File: config.mk
export PLATFORM = sky130hd
export DESIGN_NAME = param_sync_fifo
export DESIGN_NICKNAME = d
export VERILOG_FILES = /design/src/rtl/fifo_pkg.sv /design/src/rtl/fifo_mem.sv /design/src/rtl/param_sync_fifo.sv
export SDC_FILE = /design/constraint.sdc
export NUM_CORES = 1
export LEC_CHECK = 0
export BUFFER_PORTS_ARGS = -buffer_cell sky130_fd_sc_hd__buf_2
export CAP_MARGIN = 20
export CORE_MARGIN = 2
export CORE_UTILIZATION = 30
export DETAILED_ROUTE_END_ITERATION = 8
export RECOVER_POWER = 100
export SYNTH_ARGS = -nofsm -noshare
export SYNTH_HDL_FRONTEND = slang
export SYNTH_SLANG_ARGS = --single-unit
File: constraint.sdc
create_clock -name clk -period 4 [get_ports clk]
set_input_delay 0.4 -clock clk [delete_from_list [all_inputs] [get_ports clk]]
set_output_delay 0.4 -clock clk [all_outputs]
set_load 0.05 [all_outputs]
File: src/rtl/fifo_pkg.sv
// Shared FIFO definitions: sizing helper, default geometry and read-mode encodings.
package fifo_pkg;

  localparam int DEF_DATA_WIDTH = 8;
  localparam int DEF_DEPTH      = 16;

  // Read-mode encodings, shared with the asynchronous FIFO family.
  localparam int FWFT_REG  = 0;
  localparam int FWFT_FALL = 1;

  function automatic int clog2(input int v);
    int r;
    r = 0;
    for (int i = 0; i < 31; i++)
      if ((1 << i) < v) r = i + 1;
    return r;
  endfunction

endpackage

File: src/rtl/fifo_mem.sv
// FIFO storage: one synchronous write port, one asynchronous read port, no reset.
module fifo_mem
  import fifo_pkg::*;
#(
  parameter int DATA_WIDTH = DEF_DATA_WIDTH,
  parameter int DEPTH      = DEF_DEPTH,
  parameter int AW         = clog2(DEPTH)
) (
  input  logic                  clk,
  input  logic                  we,
  input  logic [AW-1:0]         waddr,
  input  logic [DATA_WIDTH-1:0] wdata,
  input  logic [AW-1:0]         raddr,
  output logic [DATA_WIDTH-1:0] rdata
);

  logic [DATA_WIDTH-1:0] mem_q [DEPTH];

  always_ff @(posedge clk) begin
    if (we) mem_q[waddr] <= wdata;
  end

  assign rdata = mem_q[raddr];

endmodule

File: src/rtl/param_sync_fifo.sv
// Single-clock FIFO with programmable almost flags, overflow/underflow pulses and
// selectable registered-read or first-word-fall-through output.
module param_sync_fifo
  import fifo_pkg::*;
#(
  parameter int DATA_WIDTH = DEF_DATA_WIDTH,
  parameter int DEPTH      = DEF_DEPTH,
  parameter int AF_LEVEL   = DEPTH - 2,
  parameter int AE_LEVEL   = 2,
  parameter int FWFT       = FWFT_REG
) (
  input  logic                    clk,
  input  logic                    rst_n,
  input  logic                    w_en,
  input  logic [DATA_WIDTH-1:0]   data_in,
  input  logic                    r_en,
  output logic [DATA_WIDTH-1:0]   data_out,
  output logic                    full,
  output logic                    empty,
  output logic                    almost_full,
  output logic                    almost_empty,
  output logic [clog2(DEPTH):0]   count,
  output logic                    overflow,
  output logic                    underflow
);

  localparam int AW = clog2(DEPTH);
  localparam int CW = AW + 1;

  logic [AW-1:0]         wr_ptr_q, wr_ptr_d, rd_ptr_q, rd_ptr_d;
  logic [CW-1:0]         count_q, count_d;
  logic                  ovf_q, ovf_d, unf_q, unf_d;
  logic                  wr_acc, rd_acc;
  logic [DATA_WIDTH-1:0] mem_rdata;

  // Flags come only from the count register, never from this cycle's requests.
  always_comb begin
    full         = (count_q == CW'(DEPTH));
    empty        = (count_q == '0);
    almost_full  = (count_q >= CW'(AF_LEVEL));
    almost_empty = (count_q <= CW'(AE_LEVEL));
    count        = count_q;
    overflow     = ovf_q;
    underflow    = unf_q;
  end

  always_comb begin
    wr_acc   = w_en && !full;
    rd_acc   = r_en && !empty;
    wr_ptr_d = wr_ptr_q + AW'(wr_acc);
    rd_ptr_d = rd_ptr_q + AW'(rd_acc);
    ovf_d    = w_en && full;
    unf_d    = r_en && empty;
    count_d  = count_q;
    case ({wr_acc, rd_acc})
      2'b10:   count_d = count_q + 1'b1;
      2'b01:   count_d = count_q - 1'b1;
      default: count_d = count_q;
    endcase
  end

  always_ff @(posedge clk or negedge rst_n) begin
    if (!rst_n) begin
      wr_ptr_q <= '0;
      rd_ptr_q <= '0;
      count_q  <= '0;
      ovf_q    <= 1'b0;
      unf_q    <= 1'b0;
    end else begin
      wr_ptr_q <= wr_ptr_d;
      rd_ptr_q <= rd_ptr_d;
      count_q  <= count_d;
      ovf_q    <= ovf_d;
      unf_q    <= unf_d;
    end
  end

  // Writes to the read slot only happen while empty, so no bypass is needed.
  fifo_mem #(
    .DATA_WIDTH (DATA_WIDTH),
    .DEPTH      (DEPTH),
    .AW         (AW)
  ) u_mem (
    .clk   (clk),
    .we    (wr_acc),
    .waddr (wr_ptr_q),
    .wdata (data_in),
    .raddr (rd_ptr_q),
    .rdata (mem_rdata)
  );

  generate
    if (FWFT == FWFT_FALL) begin : g_fwft
      assign data_out = mem_rdata;
    end else begin : g_reg
      logic [DATA_WIDTH-1:0] dout_q, dout_d;

      always_comb begin
        dout_d = rd_acc ? mem_rdata : dout_q;
      end

      always_ff @(posedge clk or negedge rst_n) begin
        if (!rst_n) dout_q <= '0;
        else        dout_q <= dout_d;
      end

      assign data_out = dout_q;
    end
  endgenerate

endmodule
==> out/results.ini, run 1 <==
[run_status]
status=finished clean

[power]
p_sw_share_pct=32.6
internal-power_uw=3570
finalPower_uw=5300
ir_worst_vdd_mv=0.262
power_leakage_uw=0.00229
pwr-share-comb_pct=29.3
power_density_nw_per_um2=756
pwr-share-seq_pct=41.4
clockPowerShare_pct=29.3
p_switching_uw=1730

[detailed_routing]
first_pass_iters=4
route.detailed.drc=0
routed_via_density=4.65
wl_per_cell_um=18.2
drtIter0Drc=227
postRouteAntennaNets=0
wl_um=11400
vias=2918

[setup_path]
critPathArrivalTime_ps=3320
crit_required_ps=4280
critPathKind=flop to flop
crit_path_end_kind=flop
cp_max_fo=17
rr_worst_depth=9
crit_path_start_kind=flop

[floorplanning]
pin_count=31
rows=51
dieArea_um2=21300
start_util_pct=30.8
dieHeight_um=146
coreArea_um2=19600
die_x_um=146

[clock_network]
cts_buffer_depth=2
htree_levels=4
root_buffer=clkbuf_16
cts.clk_slew.worst_paths_ps=60
cts_tree=built
cts-buffers-inserted=17
clkSinkCount=151
clock_insertion_delay_worst_skew_ps=420
postCtsSetupBuffers=0

[synth]
synth_fp_nets=330
ys_ff_latch=151
synth_area_um2=6030
async_reset_ff_share_pct=15.2
yosys.area.top_type=edfxtp_1
ys_seq_area_share_pct=73.3
syn_area_per_cell_um2=19.4
ys_types=40
yosys-top-cells-area=edfxtp_1 (64%), mux4_2 (12%), dfrtp_1 (9.5%), mux2_2 (1.5%), ha_1 (1.5%)
synth_top_area_share_pct=63.7
syn_inst=311
ys_warn_count=0
synth_flop_cell=edfxtp_1
synth-edff-count=128

[global_routing]
antenna_found_initial=0
grt_max_degree=34
grt_pass1_vias=3050
gr-usage-all-layers_pct=11.4
grt_first_pass_wirelength_um=17800
grt_overflow=0

[timing]
relSlewSlack_pct=13.3
final-setup-viol-count=0
timing.final.max_slew_violations=0
fin_setup_tns_ps=0
layout_min_cycle_time_ps=3040
hold_violations=0
fmax_ghz=0.329
fin_worst_skew_ps=4.09
min_period_over_period_pct=76.0
grt_setup_unrepaired=no
holdWs_ps=248
worst_slew_pin_slew_ps=1300

[min_path]
hold_depth=2
hold_path.class=primary input to flop

[place]
dp_hpwl_um=7420
placed_cell_area_um2=6480
port_buffers=30
gp_congestion=0.788

[job]
maxCapViolations=0

[cells_and_area]
drive_gt1_share_pct=19.6
num_antenna_cells=0
nets=369
design_area_um2=7010
syn_to_final_growth_pct=16.2

synthesized netlist by cell type (2+ instances only):
library cell / instances
mux2i_1: 3
dfrtp_1: 23
a21oi_1: 9
buf_2: 10
o22ai_1: 6
edfxtp_1: 128
nor2_1: 14
mux2_2: 8
nand3_1: 4
xor2_1: 8
a211oi_1: 6
nand3b_1: 2
clkbuf_1: 8
nand2b_1: 3
mux4_1: 2
nor3_1: 6
xnor2_1: 3
ha_1: 7
and2_1: 2
mux4_2: 31
inv_1: 2
nor2b_1: 7
nand2_1: 2
through the flow:
| step | setup WS, ps | utilization (%) | instances |
|---|---|---|---|
| finish | 962 | 35.8 | 628 |
| global route | 678 | 35.8 | 628 |
| CTS | 993 | 36.0 | 627 |
| detailed placement | 1000 | 33.1 | 594 |
| global placement | 1110 | 33.1 | 594 |
| floorplan | 314 | - | 311 |
sequential cells by signal, indices dropped and copies added, names as in the netlist:
name and cells:
count 5, data_out 8, overflow 1, rd_ptr_q 4
u_mem.mem_q 128, underflow 1, wr_ptr_q 4
kinds of logic (layout without fill, tap and decap cells):
| group | Yosys count | in the layout | synth area share [%] |
|---|---|---|---|
| flops | 151 | 151 | 73.3 |
| xor+xnor | 11 | 11 | 1.60 |
| simple gates | 44 | 44 | 3.86 |
| mux | 45 | 45 | 14.7 |
| buf+inv | 23 | 75 | 1.76 |
| compound gates | 30 | 30 | 3.38 |
| fa+ha+maj | 7 | 7 | 1.45 |
cells in the final DEF (no fill, tap or decap), drive strengths merged, types with 7 or more instances in the layout:
master / n
edfxtp: 128
clkbuf: 56
mux4: 33
dfrtp: 23
nor2: 14
a21oi: 9
mux2: 9
xor2: 8
nor2b: 7
ha: 7
clkinv: 7
path summary, 6_finish.rpt:
kind,endpoint,start,slack [ps]
min in group asynchronous,count[2],rst_n,800
setup / recovery,count[2],count[2],960
max in group asynchronous,rd_ptr_q[3],rst_n,2430
setup reg to reg,count[2],count[2],960
hold reg to reg,data_out[6],data_out[6],510
hold / removal,overflow,w_en,250
layout make-up:
class,instances,area (um^2)
fill,1847,12600
sequential,151,4420
multi-input combinational,137,1500
clock buffer,22,444
tap,265,332
timing repair buffer,40,170
clock inverter,10,129
inverter,3,11.3
per-layer routing:
layer	global-route usage (%)	vias up	share of wire [%]
met5	0	-	0
met3	3.98	19	4.8
met4	4.07	0	1.7
li1	-	1329	-
met1	15.2	1501	46
met2	17.3	69	47
power groups by stage:
stage | clock [uW] | sequential [uW] | combinational, uW
2_1_floorplan | 0 | 2310 | 1110
4_1_cts | 1590 | 2250 | 1570
3_5_place_dp | 0 | 2280 | 1560
3_3_place_gp | 0 | 2260 | 1550
6_report | 1550 | 2200 | 1550
5_1_grt | 1650 | 2240 | 1670
timing repair:
item,in CTS,in global routing
resized for setup,0,0
endpoints found under the hold margin,23,0
hold buffers,1,0
critical path, stage by stage (launching register included):
cell and delay (ps):
dfrtp_1 490, or4_1 620, o21a_1 410, ha_1 400
xor2_1 200, ha_1 230, a21oi_1 160, xor2_1 180
nor2_1 70, xor2_1 150
Note: power is estimated with default switching activity, not from simulation.
==> run 2, diff against run 1 <==
==> constraint.sdc (replaced) <==
create_clock -name clk -period 2.55 [get_ports clk]
set_input_delay 0.255 -clock clk [delete_from_list [all_inputs] [get_ports clk]]
set_output_delay 0.255 -clock clk [all_outputs]
set_load 0.05 [all_outputs]
==> run 2 against run 1 <==
Net effect:
- register-to-register slack worse by 860 ps
- non-clock buffer count is 20 higher
- clock power up 49%
- total power rose by 59%
- global-route usage up 0.42 points
- largest cell class unchanged
==> out/results.ini, run 2 (synthesis results as in run 1) <==
[setup_path]
cp_slowest_cell=or4_4
reg2reg_from=count[1]
crit_path_end_kind=flop
path_cells=or4_4, o21a_4, ha_4, xor2_2, ha_2, inv_1, a222oi_1, nor3_2, xor2_1
cp_max_fo=7  ; -10
crit_path_start_kind=flop
critPathKind=flop to flop
worstSetupStartpoint=count[1]
crit_path_max_incr_delay_ps=570  ; -50 ps
critPathArrivalTime_ps=2750  ; -570 ps
crit_required_ps=2840  ; -1440 ps

[timing]
min_period_over_period_pct=96.2  ; +20 points
timing.final.max_slew_violations=0  ; unchanged
fin_setup_tns_ps=0  ; unchanged
fmax_ghz=0.408  ; +24%
worst_slew_pin_slew_ps=1410  ; +115 ps
hold_violations=0  ; unchanged
relSlewSlack_pct=5.68  ; -7.6 points
fin_worst_skew_ps=5.87  ; +1.78 ps
grt_setup_unrepaired=no
final-setup-viol-count=0  ; unchanged
layout_min_cycle_time_ps=2450  ; -586 ps
setup_slack_ps=97.9  ; -864 ps

[cells_and_area]
nFillCells=1814  ; -1.8%
syn_to_final_growth_pct=19.3
final_cell_mix=edfxtp_1 (128), clkbuf_1 (40), mux4_2 (31), dfrtp_1 (19), clkbuf_16 (17)
drive_gt1_share_pct=28.7  ; +9.1 points
final_common_cell=edfxtp_1
largest_reg_flops=128  ; unchanged
nets=389  ; +5.4%
regMostFlops=u_mem.mem_q
num_antenna_cells=0  ; unchanged

[job]
maxCapViolations=0  ; unchanged

[clock_network]
cts.clk_slew.worst_paths_ps=60  ; about the same
cts_tree=built
cts-buffers-inserted=17  ; unchanged
htree_levels=4  ; unchanged
cts_buffer_depth=2  ; unchanged
root_buffer=clkbuf_16
clkSinkCount=151  ; unchanged
clock_insertion_delay_worst_skew_ps=410  ; about the same

[floorplanning]
die_x_um=146  ; unchanged
dieArea_um2=21300  ; unchanged
coreArea_um2=19600  ; unchanged
pin_count=31  ; unchanged
dieHeight_um=146  ; unchanged
start_util_pct=30.8  ; unchanged
rows=51  ; unchanged

[detailed_routing]
vias=3013  ; +3.3%
routed_via_density=4.67  ; +0.53%
drtIter0Drc=188  ; -17%
first_pass_iters=4  ; unchanged
route.detailed.drc=0  ; unchanged
wl_um=11900  ; +3.6%
postRouteAntennaNets=0  ; unchanged
wl_per_cell_um=18.4  ; +0.92%

[min_path]
holdCritStartpoint=w_en
hold_path.class=primary input to flop

[place]
dp_hpwl_um=7940  ; +7.1%
pre_cts_ws_ps=31.5  ; -970 ps
gp_congestion=0.739  ; -6.2%
port_buffers=30  ; unchanged

[run_status]
status=finished clean

[power]
ir_worst_vdd_mv=0.515  ; +96%
power_density_nw_per_um2=1170  ; +55%
power_leakage_uw=0.00236  ; +3.0%

[global_routing]
grt_max_degree=24  ; -29%
gr-usage-all-layers_pct=11.8  ; +0.42 points
grt_overflow=0  ; unchanged
antenna_found_initial=0  ; unchanged
grt_first_pass_wirelength_um=18500  ; +4.4%
grt_pass1_vias=3161  ; +3.6%

[run 2: changes by cell type in the layout (fill, tap and decap cells not counted), moves of 4 or more]
cell / delta
nor3_2: +4
dfrtp_1: -4
clkbuf_2: +5
buf_4: +10
nor3_1: -5
dfrtp_2: +4
[run 2: stage by stage]
stage               utilization (%)  hold slack (ps)  area (um^2)  instances  power (uW)
floorplan                         -            -40.6         6150        311        5470
global placement               34.2              261         6710        614        6180
detailed placement             34.2              284         6710        614        6230
CTS                            37.1             90.4         7260        644        8570
global route                   36.7              107         7200        645        8820
finish                         36.7              123         7200        645        8420
[run 2: final timing paths]
| kind | to | depth (start not counted) | slack, ps |
|---|---|---|---|
| min | overflow | 2 | 120 |
| min reg2reg | data_out[5] | 1 | 510 |
| max in group asynchronous | count[3] | 2 | 920 |
| max | count[4] | 9 | 100 |
| min in group asynchronous | data_out[3] | 2 | 710 |
| max reg2reg | count[4] | 9 | 100 |
[run 2: layout make-up]
| type | instances | area (um^2) | area share (%) |
|---|---|---|---|
| Clock buffer | 18 | 429 | 5.96 |
| Timing Repair Buffer | 60 | 289 | 4.02 |
| Inverter | 3 | 11.3 | 0.156 |
| Multi-Input combinational cell | 137 | 1600 | 22.2 |
| Sequential cell | 151 | 4420 | 61.5 |
| Tap cell | 265 | 332 | 4.61 |
| Clock inverter | 11 | 111 | 1.55 |
[run 2: critical path, delay by kind of cell, from the launching register on]
family | cells | cell delay (ps)
buffers and inverters | 1 | 40
AOI/OAI and AO/OA | 2 | 540
and+or+nand+nor | 2 | 660
adders and majority gates | 2 | 390
DFF | 1 | 420
xor gates and xnor gates | 2 | 290
[run 2: metal layers]
metal	track usage, %	wire length (um)	vias to the layer above
li1	-	-	1368
met1	15.8	5450	1549
met2	18.1	5550	80
met3	3.64	622	16
met4	4.66	225	0
met5	0	0	-
[run 2: timing repair]
action,CTS,global route
setup buffers,0,1
gates resized for setup,0,5
setup endpoints to repair,0,2
hold buffers,1,0
hold endpoints to repair,23,0
[run 2: report_power, final]
group | total [uW] | switching [uW] | internal (uW) | leakage, uW
logic | 2710 | 1590 | 1120 | 0.000675
clock network | 2310 | 902 | 1410 | 0.000264
registers | 3400 | 321 | 3080 | 0.00142
total | 8420 | 2810 | 5610 | 0.00236
==> run 3, diff against run 2 <==
--- a/config.mk
+++ b/config.mk
@@ -5,7 +5,7 @@
 export SDC_FILE = /design/constraint.sdc
 export NUM_CORES = 1
 export LEC_CHECK = 0
-export BUFFER_PORTS_ARGS = -buffer_cell sky130_fd_sc_hd__buf_2
+export BUFFER_PORTS_ARGS = -buffer_cell sky130_fd_sc_hd__buf_4
 export CAP_MARGIN = 20
 export CORE_MARGIN = 2
 export CORE_UTILIZATION = 30
==> run 3 against run 2 <==
Net effect:
- flip-flop and latch count stayed put
- combinational power is essentially flat
- final cell count increased by 0.47%
- total power rose by 0.73%
- sequential share of layout area down 0.21 points
- cell area is 0.35% higher
- critical endpoint is now count[2]
==> out/results.ini, run 3 (synthesis results as in run 1) <==
[detailed_routing]
postRouteAntennaNets=0  ; unchanged
routed_via_density=4.72  ; +1.1%
wl_um=12200  ; +3.1%
drtIter0Drc=191  ; +1.6%
route.detailed.drc=0  ; unchanged
vias=3060  ; +1.6%
first_pass_iters=4  ; unchanged
wl_per_cell_um=18.9  ; +2.6%

[floorplanning]
start_util_pct=30.8  ; unchanged
pin_count=31  ; unchanged
dieHeight_um=146  ; unchanged
coreArea_um2=19600  ; unchanged
dieArea_um2=21300  ; unchanged
die_x_um=146  ; unchanged
rows=51  ; unchanged

[timing]
fin_worst_skew_ps=10.2  ; +4.32 ps
fin_setup_tns_ps=0  ; unchanged
worst_slew_pin_slew_ps=1270  ; -148 ps
grt_setup_unrepaired=no
final-setup-viol-count=0  ; unchanged
min_period_over_period_pct=96.5  ; +0.31 points
timing.final.max_slew_violations=0  ; unchanged
fmax_ghz=0.406  ; -0.32%
layout_min_cycle_time_ps=2460  ; +7.98 ps
relSlewSlack_pct=15.5  ; +9.8 points
hold_violations=0  ; unchanged

[cells_and_area]
design_area_um2=7220  ; +0.35%
num_antenna_cells=0  ; unchanged
instances_no_fill=648  ; +0.47%
final_common_cell=edfxtp_1
nets=389  ; unchanged
largest_reg_flops=128  ; unchanged
nFillCells=1855  ; +2.3%
regMostFlops=u_mem.mem_q
drive_gt1_share_pct=27.4  ; -1.3 points
syn_to_final_growth_pct=19.7
final_util_pct=36.9  ; +0.13 points
final_cell_mix=edfxtp_1 (128), clkbuf_1 (44), mux4_2 (31), clkbuf_16 (19), dfrtp_1 (19)

[setup_path]
r2r_slack_ps=90  ; about the same
crit_path_max_incr_delay_ps=530  ; -40 ps
path_buf_inv=0  ; -1
critPathKind=flop to flop
crit_required_ps=2850  ; about the same
cp_max_fo=9  ; +2
path_cells=or4_4, o21a_4, ha_4, xor2_1, ha_1, a21oi_1, xor2_1, nor2_1, xor2_1
critPathArrivalTime_ps=2760  ; about the same
crit_family=simple AND/OR/NAND/NOR gates
cp_slowest_cell=or4_4
cpMostUsedCell=xor2_1
crit_path_end_kind=flop
crit_path_start_kind=flop

[place]
port_buffers=30  ; unchanged
gp_congestion=0.738  ; -0.19%
placed_cell_area_um2=6800  ; +1.3%
dp_cells=614  ; unchanged
dp_hpwl_um=8140  ; +2.5%

[clock_network]
cts_buffer_depth=2  ; unchanged
root_buffer=clkbuf_16
cts.clk_slew.worst_paths_ps=60  ; about the same
clkSinkCount=151  ; unchanged
htree_levels=4  ; unchanged
clock_insertion_delay_worst_skew_ps=420  ; about the same
cts_tree=built
cts-buffers-inserted=17  ; unchanged

[global_routing]
grt_overflow=0  ; unchanged
grt_pass1_vias=3180  ; +0.60%
grt_first_pass_wirelength_um=18800  ; +1.3%
antenna_found_initial=0  ; unchanged
grt_max_degree=26  ; +8.3%
gr-usage-all-layers_pct=12.0  ; +0.22 points

[job]
maxCapViolations=0  ; unchanged

[power]
power_leakage_uw=0.00237  ; +0.49%
power_density_nw_per_um2=1170  ; +0.38%
ir_worst_vdd_mv=0.530  ; +2.8%

[min_path]
hold_path.class=primary input to flop

[run_status]
status=finished clean

==> run 3: cell count changes in the layout (fill, tap and decap cells not counted), moves of 3 or more <==
cell,change
clkinv_1,-3
clkbuf_2,-3
inv_4,+3
clkbuf_1,+4
==> run 3: worst paths after layout <==
path	startpoint	to	cells after the start
worst max-delay path	count[3]	count[2]	9
worst min-delay path	r_en	underflow	2
worst max register to register	count[3]	count[2]	9
worst min register to register	data_out[5]	data_out[5]	1
max in group asynchronous	rst_n	count[2]	2
min in group asynchronous	rst_n	count[4]	2
==> run 3: report_power, final <==
part	switching [uW]	internal, uW
clock network	956	1410
logic	1590	1140
registers	305	3080
==> run 3: cell type report <==
cell class / count / area (um^2) / area share, %
multi-input cells: 137 / 1570 / 21.7
repair buffers: 60 / 315 / 4.37
inverters: 3 / 11.3 / 0.156
well taps: 265 / 332 / 4.59
flip-flops and latches: 151 / 4420 / 61.3
clock inverters: 9 / 61.3 / 0.849
clock buffers: 23 / 510 / 7.07
==> run 3: routing by layer <==
layer	routed length [um]	vias up	share of wire, %	GRT usage [%]
met5	0	-	0	0
met4	214	0	1.8	5.00
met3	382	17	3.1	3.32
met2	5960	56	49	19.3
met1	5660	1612	46	15.4
li1	-	1375	-	-
==> run 3: what timing repair did <==
action	4_1_cts	5_1_grt
setup endpoints to repair	0	26
gates resized for setup	0	2
hold buffers	1	0
endpoints found under the hold margin	23	0
setup buffers	0	1
==> run 3: stage by stage <==
stage | worst slack [ps] | power, uW | hold WS, ps
5_1_grt | 6.52 | 8890 | 88.5
3_3_place_gp | 147 | 6310 | 167
3_5_place_dp | 73.0 | 6360 | 168
6_report | 90.0 | 8480 | 87.7
4_1_cts | 50.7 | 8750 | 71.1
2_1_floorplan | -289 | 5470 | -40.6
